==> config.mk <==
export PLATFORM = sky130hd
export DESIGN_NAME = quiz_scoreboard
export DESIGN_NICKNAME = d
export VERILOG_FILES = /design/src/rtl/quiz_pkg.sv /design/src/rtl/sat_counter.sv /design/src/rtl/quiz_scoreboard.sv
export SDC_FILE = /design/constraint.sdc
export NUM_CORES = 1
export LEC_CHECK = 0
export ABC_AREA = 1
export BUFFER_PORTS_ARGS = -buffer_cell sky130_fd_sc_hd__clkbuf_2
export CAP_MARGIN = 10
export CORE_ASPECT_RATIO = 1.2
export CORE_UTILIZATION = 57
export CTS_CLUSTER_DIAMETER = 60
export CTS_CLUSTER_SIZE = 28
export DETAILED_ROUTE_END_ITERATION = 7
export PLACE_DENSITY = 0.86
export SLEW_MARGIN = 20
export SYNTH_ARGS = -nofsm -noshare
export SYNTH_HDL_FRONTEND = slang
export SYNTH_HIERARCHICAL = 1
export SYNTH_SLANG_ARGS = --single-unit
==> constraint.sdc <==
create_clock -name clk -period 3.17 [get_ports clk]
set_clock_uncertainty 0.1 [all_clocks]
set_input_delay 0.317 -clock clk [delete_from_list [all_inputs] [get_ports clk]]
set_output_delay 0.317 -clock clk [all_outputs]
set_load 0.05 [all_outputs]
==> src/rtl/quiz_pkg.sv <==
// quiz_pkg: shared scoreboard state encoding and default data width,
// also used by the stimulus generator.
package quiz_pkg;
   typedef enum logic [1:0] {
      ST_IDLE = 2'd0,
      ST_RUN  = 2'd1,
      ST_DONE = 2'd2
   } state_t;
   localparam int DATA_W_DEF = 8;
endpackage

==> src/rtl/sat_counter.sv <==
// sat_counter: up-counter with synchronous clear and enable that sticks at
// its all-ones maximum instead of wrapping.
module sat_counter #(
   parameter int W = 16
) (
   input  logic         clk,
   input  logic         rst,
   input  logic         i_clr,
   input  logic         i_en,
   output logic [W-1:0] o_q
);
   logic [W-1:0] r_q;
   always_ff @(posedge clk) begin
      if (rst || i_clr) r_q <= '0;
      else if (i_en && r_q != '1) r_q <= r_q + W'(1);
   end
   assign o_q = r_q;
endmodule

==> src/rtl/quiz_scoreboard.sv <==
// quiz_scoreboard: counts trials and mismatches of golden vs tested results,
// captures the first failing vector and reports a verdict after NUM_TRIALS.
module quiz_scoreboard #(
   parameter int DATA_W     = quiz_pkg::DATA_W_DEF,
   parameter int NUM_TRIALS = 256,
   parameter int CNT_W      = 16
) (
   input  logic              clk,
   input  logic              rst,
   input  logic              start,
   input  logic              in_valid,
   output logic              in_ready,
   input  logic [DATA_W-1:0] x,
   input  logic [DATA_W-1:0] y,
   input  logic [DATA_W-1:0] z_true,
   input  logic [DATA_W-1:0] z_test,
   output logic              busy,
   output logic              done,
   output logic              pass,
   output logic [CNT_W-1:0]  trial_cnt,
   output logic [CNT_W-1:0]  err_cnt,
   output logic              first_err_vld,
   output logic [DATA_W-1:0] first_err_x,
   output logic [DATA_W-1:0] first_err_y,
   output logic [DATA_W-1:0] first_err_true,
   output logic [DATA_W-1:0] first_err_test
);
   import quiz_pkg::*;
   state_t            r_state, w_state_nxt;
   logic [CNT_W-1:0]  r_trial, w_err;
   logic              r_busy, r_done, r_pass, r_vld;
   logic [DATA_W-1:0] r_fx, r_fy, r_ft, r_fs;
   logic              w_start_ok, w_acc, w_mis, w_last, w_busy_nxt, w_done_nxt, w_pass_nxt;
   always_ff @(posedge clk) begin
      if (rst) r_state <= ST_IDLE;
      else r_state <= w_state_nxt;
   end
   // a start seen in RUN is dropped, even when it coincides with the final accept
   always_comb begin
      w_start_ok  = start && r_state != ST_RUN;
      w_acc       = in_valid && r_state == ST_RUN;
      w_mis       = w_acc && (z_true != z_test);
      w_last      = w_acc && r_trial == CNT_W'(NUM_TRIALS - 1);
      w_state_nxt = w_start_ok ? ST_RUN : w_last ? ST_DONE : r_state;
      w_busy_nxt  = w_state_nxt == ST_RUN;
      w_done_nxt  = w_state_nxt == ST_DONE;
      w_pass_nxt  = w_done_nxt && (r_state == ST_DONE ? r_pass : (w_err == '0 && !w_mis));
   end
   sat_counter #(.W(CNT_W)) u_err (
      .clk   (clk),
      .rst   (rst),
      .i_clr (w_start_ok),
      .i_en  (w_mis),
      .o_q   (w_err)
   );
   always_ff @(posedge clk) begin
      if (rst) begin
         r_busy  <= 1'b0;
         r_done  <= 1'b0;
         r_pass  <= 1'b0;
         r_trial <= '0;
         r_vld   <= 1'b0;
         r_fx    <= '0;
         r_fy    <= '0;
         r_ft    <= '0;
         r_fs    <= '0;
      end else begin
         r_busy  <= w_busy_nxt;
         r_done  <= w_done_nxt;
         r_pass  <= w_pass_nxt;
         r_trial <= w_start_ok ? '0 : w_acc ? r_trial + CNT_W'(1) : r_trial;
         if (w_start_ok) begin
            r_vld <= 1'b0;
            r_fx  <= '0;
            r_fy  <= '0;
            r_ft  <= '0;
            r_fs  <= '0;
         end else if (w_mis && !r_vld) begin
            r_vld <= 1'b1;
            r_fx  <= x;
            r_fy  <= y;
            r_ft  <= z_true;
            r_fs  <= z_test;
         end
      end
   end
   assign in_ready       = r_state == ST_RUN;
   assign busy           = r_busy;
   assign done           = r_done;
   assign pass           = r_pass;
   assign trial_cnt      = r_trial;
   assign err_cnt        = w_err;
   assign first_err_vld  = r_vld;
   assign first_err_x    = r_fx;
   assign first_err_y    = r_fy;
   assign first_err_true = r_ft;
   assign first_err_test = r_fs;
endmodule

# --- After elaboration in Yosys (flattened, before gate mapping) ---
# Index checks and enable logic that the tools add are counted.
totals:
  output_inout_bits: 69
  register_bits: 70
classes:
  n_reduce_logical: 13
  addsub: 2
  n_mux: 3
  eq_ne: 8
ops:
  columns: ["operator", "count"]
  rows:
  - ["16-bit by 1-bit adder with 16-bit output, second input constant", 2]
  - ["16-bit by 8-bit equality test with 1-bit output, second input constant", 1]
  - ["16-bit logical NOT", 1]
  - ["16-bit != test, second input constant", 1]
  - ["1-bit logical AND", 8]
  - ["8-bit != test", 1]
  - ["2-bit by 1-bit equality test with 1-bit output, second input constant", 2]
  - ["2-bit equality test, second input constant", 2]
  - ["2-bit 2-to-1 mux", 2]
  - ["1-bit logical NOT", 2]
  - ["2-bit by 1-bit != test with 1-bit output, second input constant", 1]
  - ["2-bit OR reduction", 1]
  - ["1-bit logical OR", 1]
  - ["1-bit 2-to-1 mux", 1]

# --- Depth between registers and ports, before layout ---
# Gate-level depths: netlist of the first run.
logic_depth:
  ltp_word: 7
  ltp_mapped: 16
  depth_no_buf: 16

# --- Hierarchy ---
# The synthesis of the first run kept the hierarchy.
modules_own_cells:
  columns: ["module", "area_per_inst_um2", "n_inst", "cells_per_inst", "seq_area_each_um2"]
  rows:
  - ["quiz_scoreboard", 2909.0, 1, 458, 1081.0]
  - ["sat_counter", 950.9, 1, 149, 320.3]

# --- Worst setup path after synthesis of the first run ---
# Ideal clock, no wire load.
synth_path:
  kind: "flip-flop to flip-flop"
  from: "register u_err.r_q[1] (netlist: u_err/o_q[1])"
  to: "register u_err.r_q[13] (netlist: u_err/o_q[13])"
  stages_incl_launch_ff: 8
  period_less_slack_ns: 1.892
  setup_slack_ns: 1.278
  path_buffers: 1
  t_arrival_ns: 1.674
  cell_sequence: "dfxtp_1 -> ha_1 -> nand2_1 -> nor2_2 -> nand4_2 -> buf_6 -> a21oi_1 -> nor2_1"
synth_between:
  elab_chain_cells: 2
  word_cells_on_any_way: 3
  cone_classes: "add/sub: 1; eq/ne: 1; reduce/logical: 1"
synth_rtl:
  columns: ["item", "line_no", "text"]
  rows:
  - ["start: declaration", "sat_counter.sv:12", "logic [W-1:0] r_q;"]
  - ["start signal: assignment", "sat_counter.sv:15", "else if (i_en && r_q != '1) r_q <= r_q + W'(1);"]
  - ["branches (longest 2 deep; another with 16-bit by 1-bit adder with 16-bit output)", null, null]
# Several ways; the timed one is not identified.
# A chain may end at the register's enable or synchronous reset.

# --- Worst setup path after layout of the first run ---
layout_path:
  from: "register r_state[0]"
  to: "register r_fx[3] (netlist: first_err_x[3])"
layout_between:
  elab_chain_cells: 4
  word_cells_on_any_way: 7
  cone_classes: "eq/ne: 2; reduce/logical: 5"
layout_rtl:
  columns: ["item", "line_no", "text"]
  rows:
  - ["start: declaration", "quiz_scoreboard.sv:29", "state_t r_state, w_state_nxt;"]
  - ["start signal: assignment", "quiz_scoreboard.sv:36", "else r_state <= w_state_nxt;"]
  - ["2-bit by 1-bit equality test with 1-bit output", "quiz_scoreboard.sv:41", "w_acc = in_valid && r_state == ST_RUN;"]
  - ["1-bit logical AND", "quiz_scoreboard.sv:41", null]
  - ["1-bit logical AND", "quiz_scoreboard.sv:42", "w_mis = w_acc && (z_true != z_test);"]
  - ["1-bit logical AND", "quiz_scoreboard.sv:78", "end else if (w_mis && !r_vld) begin"]
  - ["end signal: assignment", "quiz_scoreboard.sv:63", "r_fx <= '0;"]
  - ["end signal: assignment", "quiz_scoreboard.sv:74", "r_fx <= '0;"]
  - ["end signal: assignment", "quiz_scoreboard.sv:80", "r_fx <= x;"]
  - ["end: declaration", "quiz_scoreboard.sv:32", "logic [DATA_W-1:0] r_fx, r_fy, r_ft, r_fs;"]
# Several ways; a longest one is shown, not always the timed one.

==> results of run 1 <==
==> how the worst max path moves through the flow <==
| stage | startpoint | endpoint | slack (ns) |
|---|---|---|---|
| after detailed placement | z_true[5] | first_err_x[3] | 1.14 |
| after floorplan | u_err/o_q[1] | u_err/o_q[13] | 1.28 |
| after CTS | r_state[0] | first_err_x[3] | 1.20 |
| after global placement | z_true[5] | first_err_true[1] | 1.17 |
| after global routing | r_state[0] | first_err_test[7] | 1.05 |
| final | r_state[0] | first_err_x[3] | 1.22 |
==> synthesized netlist by cell type, drive strengths merged <==
cell / instances
xor2: 2
a21oi: 21
o21ai: 10
inv: 129
nand3: 22
nor3: 8
ha: 2
nor2: 113
buf: 15
clkbuf: 3
clkinv: 3
o21a: 2
nor3b: 2
xnor2: 3
dfxtp: 70
nor4: 2
nand3b: 1
a21boi: 1
nand2: 158
a31oi: 1
nand4: 39
==> area by class of cell <==
class | count | area (um2)
Clock buffer | 9 | 123.9
Clock inverter | 7 | 63.81
Fill cell | 579 | 1891
Inverter | 132 | 496.7
Multi-Input combinational cell | 387 | 1853
Sequential cell | 70 | 1401
Tap cell | 85 | 106.4
Timing Repair Buffer | 108 | 550.5
==> power groups by stage <==
stage | logic, mW | clock network (mW) | registers [mW]
3_3_place_gp | 0.281 | 0 | 0.933
4_1_cts | 0.288 | 0.711 | 0.914
2_1_floorplan | 0.149 | 0 | 1.00
6_report | 0.288 | 0.698 | 0.914
3_5_place_dp | 0.286 | 0 | 0.934
5_1_grt | 0.317 | 0.753 | 0.916
==> per-layer routing <==
metal | wire length, um | vias to the layer above | global-route usage
met5 | 0 | - | 0
met4 | 93 | 0 | 0.08333
met3 | 586 | 8 | 0.04279
met2 | 4369 | 147 | 0.4602
met1 | 3961 | 1735 | 0.3153
li1 | - | 2042 | -
==> registers in the layout, summed over array words and instances (netlist names) <==
register	count
r_state	2
pass	1
first_err_x	8
first_err_true	8
trial_cnt	16
busy	1
first_err_y	8
done	1
first_err_test	8
u_err/o_q	16
first_err_vld	1
==> stage by stage <==
step                      total power, mW  area [um2]  setup WS (ns)  hold WS [ns]
after floorplan                     1.151        3860          1.278        0.2894
after global placement              1.215        4408          1.168        0.3886
after detailed placement            1.221        4408          1.144        0.3949
after CTS                           1.913        4596          1.203        0.1690
after global routing                1.986        4596          1.048        0.1734
final                               1.899        4596          1.225        0.1806
==> cells by family (layout without fill, tap and decap cells) <==
family,after synthesis,after routing,share of synthesized area
xor+xnor,5,5,0.01135
buf+inv,150,256,0.1569
simple gates,345,345,0.4126
fa+ha+maj,2,2,0.006482
flops,70,70,0.3630
compound gates,35,35,0.04959
==> summary.md, run 1 <==
| Metric | Value |
|---|---|
| Result of the run | complete, no violations |
| Vertical die dimension | 92.15 um |
| #FFs+latches synth | 70 |
| Fmax | about 510 MHz |
| Number of sinks driven by the clock tree | 70 |
| Die Wd | 77.12 um |
| Via count of the first global-routing pass | 3546 |
| Most frequent cells in the layout | sky130_fd_sc_hd__nand2_1 (152), sky130_fd_sc_hd__inv_1 (121), sky130_fd_sc_hd__clkbuf_2 (104) |
| CTS clk-pin slew, worst paths | 0.07 ns |
| Hold buffer count at CTS | 0 |
| Critical path cell sequence | nand3_4 -> clkinv_2 -> buf_4 -> nand3_4 -> nand2_1 -> inv_2 -> nor2_1 |
| Slowest cell delay on critical path | ~0.44 ns |
| Skew-Pair Late Insertion Delay | ~0.33 ns |
| Post-detail-place hpwl | ~6500 um |
| Initial DRC Count | 148 |
| Commonest non-fill, non-tap cell in the layout | sky130_fd_sc_hd__nand2_1 |
| Hold Path Depth | 2 |
| Clock tree from TritonCTS | built |
| Setup repair after global routing missed its margin | no |
| Rel. slew slack | 0.6310 |
| Worst r2r dst | first_err_x[3] |
| Arrival time worst endpoint | 2.11 ns |
| Number of DRC violations after detailed routing | 0 |
| Total routing usage reported by global routing | 0.2592 |
| Residual antenna-violating net count after detailed routing | 0 |
| Number of H-tree levels | 3 |
| Total negative slack | 0 ns |
| Wire length of the first global-routing pass | 15080 um |
| Register share of total power | 0.481 |
| Count of warnings emitted by yosys | 6 |
| Number of buffers inserted by post-CTS setup repair | 0 |
| Number of CTS-inserted buffers | 9 |
| Origin of the worst min-delay path | rst |
| Maximum fanout encountered on the critical timing path | 36 |
| Std cell rows | 32 |
| Share of cells above drive strength 1 | 0.2258 |
| Clock Root Buffer | sky130_fd_sc_hd__clkbuf_8 |
| Core Footprint | 6486 um2 |
| Post-synthesis net count | 645 |
| Placed Instances | 782 |
| Count of endpoints failing setup in the final report | 0 |
| Post-CTS resize count | 0 |
| Switching portion of total power | 0.2922 |
| Critical path's top delay family | simple AND/OR/NAND/NOR gates |
| Switching pwr | between 0.5 and 0.6 mW |
| End of the worst hold path | r_state[0] |
| Highest-delay cell along the critical path | sky130_fd_sc_hd__dfxtp_1 |
| Relative contribution of combinational cells to total power | 0.151 |
| Detailed-routing iteration count for the pre-antenna-repair pass | 5 |
| Non-Filler Instances | 798 |
| LEAKAGE | ~2.3 nW |
| Clk pwr share | 0.367 |
| Total global routing overflow | 0 |
| Count of input and output buffers | 104 |
| Clock tree buffer depth | 2 |
| Critical Setup Path Class | flop to flop |
| Cell area after technology mapping | 3860 um2 |
| Max-cap violations | 0 |
| Final hold violation count | 0 |
| I/O pin count | 105 |
| Final net count | 746 |
| Routability congestion estimate | 0.9418 |
| Leading cell types by total area after synthesis | sky130_fd_sc_hd__dfxtp_1 (36%), sky130_fd_sc_hd__nand2_1 (15%), sky130_fd_sc_hd__inv_1 (12%) |
| Fraction of synthesized cell area taken by the top area cell type | 0.3630 |
| Worst Hold Class | input port to flop |
| Antenna violations before repair | 0 |
| Worst R2R Start | r_state[0] |
| Core utilization of the finished layout | 0.7085 |
| Slew at the pin with the worst max-slew slack | about 0.55 ns |
| Areal power density over the cells | 413.3 nW/um2 |
| Worst reg-to-reg path cell count | 7 |
| Total internal power | 1.344 mW |
| Critical path endpoint category | flop |
| Post-synth cell types | 36 |
| Drt total wl | 9010 um |
| Biggest area consumer among synthesized cells | sky130_fd_sc_hd__dfxtp_1 |
| Initial standard-cell utilization of the core | 0.5951 |
| Number of instances in the synthesized netlist | 607 |
| Sequential-to-total area share from yosys stat | 0.3630 |
| Total number of vias | between 3000 and 4000 |
| Post-synthesis to final-layout area growth | 19.06% |
| Routed WL per cell | 11.29 um |
| Die area | 7106 um2 |
| Minimum setup slack among reg-to-reg paths | 1.22 ns |
| Peak supply drop | 0.3779 mV |
| Critical path's most frequent cell | sky130_fd_sc_hd__nand3_4 |
| Number of antenna cells inserted | 0 |
| CP required | between 3 and 4 ns |
| Startpoint class of the critical path | flop |
| Final worst path period need | 1.945 ns |
| Crit path buf inv count | 3 |
| Mean instance size in the synthesized netlist | approximately 6.4 um2 |
| Logic depth of the worst setup path including buffers | 7 |
| Final number of max-transition violations | 0 |
| Largest net degree at the start of global routing | 44 |
| Number of vias per cell after detailed routing | just under 5 |
| Share of the clock period used by the worst path after layout | 0.6137 |
Note: power is estimated with default switching activity, not from simulation.
==> inputs of run 2 (changes only) <==
Settings changed: CORE_UTILIZATION 57 to 53, PLACE_DENSITY 0.86 to 0.81.
Clock period 3.17 ns to 1.86 ns, I/O delays scaled along.
==> summary.md, run 2 (same netlist as run 1, synthesis figures left out) <==
| Metric | Value |
|---|---|
| Result of the run | complete, no violations |
| Final worst path period need | 1.677 ns |
| Arrival time worst endpoint | 1.80 ns |
| Clock Root Buffer | sky130_fd_sc_hd__clkbuf_8 |
| Total number of vias | ~4000 |
| I/O pin count | 105 |
| Number of sinks driven by the clock tree | 70 |
| LEAKAGE | approximately 2.3 nW |
| Drt total wl | 8834 um |
| Most frequent cells in the layout | sky130_fd_sc_hd__nand2_1 (152), sky130_fd_sc_hd__inv_1 (120), sky130_fd_sc_hd__clkbuf_2 (104) |
| Number of buffers inserted by post-CTS setup repair | 0 |
| Rel. slew slack | 0.7328 |
| Final net count | ~750 |
| Post-detail-place hpwl | 6461 um |
| Hold buffer count at CTS | 0 |
| Residual antenna-violating net count after detailed routing | 0 |
| Share of the clock period used by the worst path after layout | 0.9015 |
| Final hold violation count | 0 |
| Wire length of the first global-routing pass | 14470 um |
| Critical Setup Path Class | flop to flop |
| Antenna violations before repair | 0 |
| Worst R2R Start | u_err/o_q[0] |
| Minimum setup slack among reg-to-reg paths | 0.18 ns |
| Post-synthesis to final-layout area growth | 20.78% |
| Setup repair after global routing missed its margin | no |
| End of the worst hold path | r_state[0] |
| Hold Path Depth | 2 |
| Die Wd | 79.91 um |
| Worst reg-to-reg path cell count | 6 |
| Total global routing overflow | 0 |
| Std cell rows | 33 |
| Worst r2r dst | u_err/o_q[13] |
| Slew at the pin with the worst max-slew slack | 0.4008 ns |
| Number of H-tree levels | 3 |
| Number of DRC violations after detailed routing | 0 |
| Placed Instances | around 790 |
| Count of input and output buffers | between 100 and 150 |
| Die area | 7630 um2 |
| Detailed-routing iteration count for the pre-antenna-repair pass | 4 |
| CTS clk-pin slew, worst paths | 0.07 ns |
| Vertical die dimension | around 95 um |
| Clock tree from TritonCTS | built |
| Commonest non-fill, non-tap cell in the layout | sky130_fd_sc_hd__nand2_1 |
| Routability congestion estimate | between 0.8 and 0.9 |
| Via count of the first global-routing pass | between 3000 and 4000 |
| Critical path endpoint category | flop |
| Origin of the worst min-delay path | rst |
| Number of antenna cells inserted | 0 |
| Maximum fanout encountered on the critical timing path | 12 |
| Largest net degree at the start of global routing | 38 |
| Fmax | 596.4 MHz |
| Number of CTS-inserted buffers | 9 |
| Initial DRC Count | 210 |
| Share of cells above drive strength 1 | 0.2357 |
| Worst Hold Class | input port to flop |
| CP required | 1.99 ns |
| Non-Filler Instances | 804 |
| Peak supply drop | 0.4138 mV |
| Startpoint class of the critical path | flop |
| Initial standard-cell utilization of the core | 0.5565 |
| Count of endpoints failing setup in the final report | 0 |
| Clock tree buffer depth | 2 |
| Number of vias per cell after detailed routing | between 4 and 5 |
| Total power consumption of the routed design | ~3.3 mW |
| Core Footprint | 6937 um2 |
| Total routing usage reported by global routing | 0.2375 |
| Final number of max-transition violations | 0 |
| Skew-Pair Late Insertion Delay | 0.34 ns |
| Total negative slack | 0 ns |
| Max-cap violations | 0 |
| Areal power density over the cells | approximately 700 nW/um2 |
| Routed WL per cell | 10.99 um |
-- run 2: timing repair --
action | in CTS | in global routing
hold endpoints to repair | 0 | 0
setup endpoints to repair | 0 | 36
resized for setup | 0 | 3
-- run 2: metal layers --
metal / GRT usage / vias to the layer above / routed length (um)
li1: - / 2060 / -
met1: 0.2757 / 1739 / 3912
met2: 0.4302 / 115 / 4279
met3: 0.05837 / 11 / 535
met4: 0.06696 / 0 / 106
met5: 0 / - / 0
-- run 2: area by class of cell --
cell class | instances | area (um2)
flip-flops and latches | 70 | 1405
fillers | 623 | 2275
clock buffers | 9 | 123.9
clock inverters | 6 | 63.81
multi-input cells | 388 | 1871
well taps | 87 | 108.9
repair buffers | 112 | 593.1
inverters | 132 | 496.7
-- run 2: worst max-delay path, cell delays in order (launching register included) --
cell	delay, ns
sky130_fd_sc_hd__dfxtp_2	0.38
sky130_fd_sc_hd__ha_1	0.21
sky130_fd_sc_hd__nand2_1	0.09
sky130_fd_sc_hd__nor2_2	0.17
sky130_fd_sc_hd__nand4_2	0.31
sky130_fd_sc_hd__a21oi_1	0.24
sky130_fd_sc_hd__nor2_1	0.06
-- run 2: worst max path at each step --
stage | startpoint | endpoint | slack (ns)
global placement | z_true[5] | u_err/o_q[14] | 0.04
detailed placement | z_true[4] | first_err_test[6] | 0.02
finish | u_err/o_q[0] | u_err/o_q[13] | 0.18
floorplan | trial_cnt[3] | trial_cnt[13] | 0.07
CTS | r_state[0] | first_err_x[3] | 0.06
global route | r_state[1] | u_err/o_q[10] | 0.009
-- run 2: metrics by stage --
| step | hold WS [ns] | util | setup WS [ns] | area (um2) |
|---|---|---|---|---|
| 2_1_floorplan | 0.1584 | - | 0.07443 | 3862 |
| 3_3_place_gp | 0.3704 | 0.6423 | 0.03966 | 4456 |
| 3_5_place_dp | 0.3785 | 0.6423 | 0.01529 | 4456 |
| 4_1_cts | 0.01576 | 0.6694 | 0.05781 | 4643 |
| 5_1_grt | 0.02853 | 0.6721 | 0.009408 | 4662 |
| 6_report | 0.02105 | 0.6721 | 0.1831 | 4662 |
-- run 2: report_power, final --
part | switching, mW | internal (mW) | leakage [nW] | total [mW]
clock network | 0.589 | 0.609 | 0.0911 | 1.20
registers | 0.0228 | 1.53 | 0.568 | 1.56
logic | 0.348 | 0.155 | 1.64 | 0.503
==> inputs of run 3 (changes only) <==
Settings changed: CORE_UTILIZATION 53 to 57, PLACE_DENSITY 0.81 to 0.86.
Clock period 1.86 ns to 2 ns, I/O delays scaled along.
==> summary.md, run 3 (same netlist as run 1, synthesis figures left out) <==
| Metric | Value |
|---|---|
| Crit path from | r_state[0] |
| Die area | 7106 um2 |
| Total power consumption of the routed design | 2.975 mW |
| Total number of vias | 3991 |
| Clock tree from TritonCTS | built |
| Number of DRC violations after detailed routing | 0 |
| Critical path's top delay family | simple AND/OR/NAND/NOR gates |
| Critical path endpoint category | flop |
| Initial DRC Count | 223 |
| Initial standard-cell utilization of the core | 0.5951 |
| Final number of max-transition violations | 0 |
| Clock Root Buffer | sky130_fd_sc_hd__clkbuf_8 |
| Core Footprint | 6486 um2 |
| Residual antenna-violating net count after detailed routing | 0 |
| Startpoint class of the critical path | flop |
| Detailed-routing iteration count for the pre-antenna-repair pass | 4 |
| Maximum fanout encountered on the critical timing path | 5 |
| Post-synthesis to final-layout area growth | 20.00% |
| Commonest non-fill, non-tap cell in the layout | sky130_fd_sc_hd__nand2_1 |
| Via count of the first global-routing pass | 3643 |
| Total global routing overflow | 0 |
| Max-cap violations | 0 |
| Number of antenna cells inserted | 0 |
| Post-CTS resize count | 0 |
| Total negative slack | 0 ns |
| Areal power density over the cells | 642.2 nW/um2 |
| Worst R2R Start | r_state[0] |
| Die Wd | about 77 um |
| Rel. slew slack | 0.7398 |
| Largest net degree at the start of global routing | 37 |
| Number of buffers inserted by post-CTS setup repair | 0 |
| Arrival time worst endpoint | 2.04 ns |
| Slew at the pin with the worst max-slew slack | 0.3903 ns |
| Count of endpoints failing setup in the final report | 0 |
| Total routing usage reported by global routing | 0.2687 |
| Count of input and output buffers | around 100 |
| Crit path buf inv count | 3 |
| Result of the run | complete, no violations |
| Post-detail-place hpwl | 6728 um |
| Routed WL per cell | ~12 um |
| Vertical die dimension | about 92 um |
| I/O pin count | 105 |
| CP required | 2.17 ns |
| Share of cells above drive strength 1 | 0.2249 |
| Skew-Pair Late Insertion Delay | ~0.34 ns |
| Critical Setup Path Class | flop to flop |
| Final Worst Setup Slack | 0.1351 ns |
| CTS clk-pin slew, worst paths | 0.07 ns |
| Final net count | 749 |
| Clock tree buffer depth | 2 |
| Number of sinks driven by the clock tree | 70 |
| Setup repair after global routing missed its margin | no |
| Fmax | roughly 540 MHz |
| Origin of the worst min-delay path | rst |
| Critical path cell sequence | nand3_4 -> clkinv_2 -> nand2_1 -> inv_2 -> inv_2 -> nor2_2 -> nand2_1 -> nor2_1 -> o21ai_0 -> a21oi_1 |
| Std cell rows | 32 |
| Wire length of the first global-routing pass | 15440 um |
| Highest-delay cell along the critical path | sky130_fd_sc_hd__dfxtp_1 |
| Core utilization of the finished layout | 0.7141 |
| Final worst path period need | 1.865 ns |
| Share of the clock period used by the worst path after layout | 0.9325 |
| Number of H-tree levels | 3 |
| Number of vias per cell after detailed routing | ~5.0 |
| Setup slack at placement | 0.01184 ns |
| Number of CTS-inserted buffers | 9 |
| Slowest cell delay on critical path | between 0.4 and 0.5 ns |
| Antenna violations before repair | 0 |
| Hold buffer count at CTS | 0 |
| Peak supply drop | about 0.45 mV |
| LEAKAGE | 2.293 nW |
| Final hold violation count | 0 |
| Drt total wl | 9250 um |
| Routability congestion estimate | 0.8779 |
| Worst Hold Class | input port to flop |
| Most frequent cells in the layout | sky130_fd_sc_hd__nand2_1 (152), sky130_fd_sc_hd__inv_1 (120), sky130_fd_sc_hd__clkbuf_2 (104) |
run 3: cell count changes in the layout (fill, tap and decap cells not counted), moves of 2 or more:
cell / change
sky130_fd_sc_hd__clkbuf_8: +3
sky130_fd_sc_hd__clkinv_2: -2
sky130_fd_sc_hd__clkbuf_1: +4
sky130_fd_sc_hd__dfxtp_1: +3
sky130_fd_sc_hd__dfxtp_2: -3
sky130_fd_sc_hd__clkinvlp_4: -2
run 3: final timing paths:
| path | to | slack, ns | cells past startpoint |
|---|---|---|---|
| min reg2reg | trial_cnt[11] | 0.41 | 2 |
| min | r_state[0] | 0.04 | 2 |
| max reg2reg | u_err/o_q[12] | 0.14 | 10 |
| max | u_err/o_q[12] | 0.14 | 10 |
run 3: per-stage QoR:
step           cell area, um2  hold WS, ns  std cells
6_report                 4632      0.03682        801
5_1_grt                  4632      0.03580        801
4_1_cts                  4623      0.02925        801
3_5_place_dp             4443       0.3968        785
3_3_place_gp             4443       0.3829        785
2_1_floorplan            3860       0.1724        607
run 3: final cells by class:
type	count	area, um2
multi-input combinational	387	1862
fill	565	1854
sequential	70	1401
timing repair buffer	111	585.6
inverter	132	496.7
clock buffer	16	180.2
tap	85	106.4
run 3: report_power, final:
part	switching [mW]	internal, mW	leakage [nW]
Combinational	0.327	0.143	1.64
Sequential	0.0210	1.43	0.567
Clock	0.501	0.556	0.0910
Total	0.849	2.13	2.29
run 3: metal layers:
metal	track usage	up-vias	wire, um
li1	-	2064	-
met1	0.3225	1773	4009
met2	0.4550	139	4492
met3	0.04677	15	551
met4	0.1399	0	197
met5	0	-	0
run 3: worst register-to-register path, stage by stage (launching register included):
cell and delay (ns):
sky130_fd_sc_hd__dfxtp_1 0.43, sky130_fd_sc_hd__nand3_4 0.11, sky130_fd_sc_hd__clkinv_2 0.06, sky130_fd_sc_hd__nand2_1 0.11, sky130_fd_sc_hd__inv_2 0.15, sky130_fd_sc_hd__inv_2 0.08, sky130_fd_sc_hd__nor2_2 0.23, sky130_fd_sc_hd__nand2_1 0.14
sky130_fd_sc_hd__nor2_1 0.16, sky130_fd_sc_hd__o21ai_0 0.11, sky130_fd_sc_hd__a21oi_1 0.12
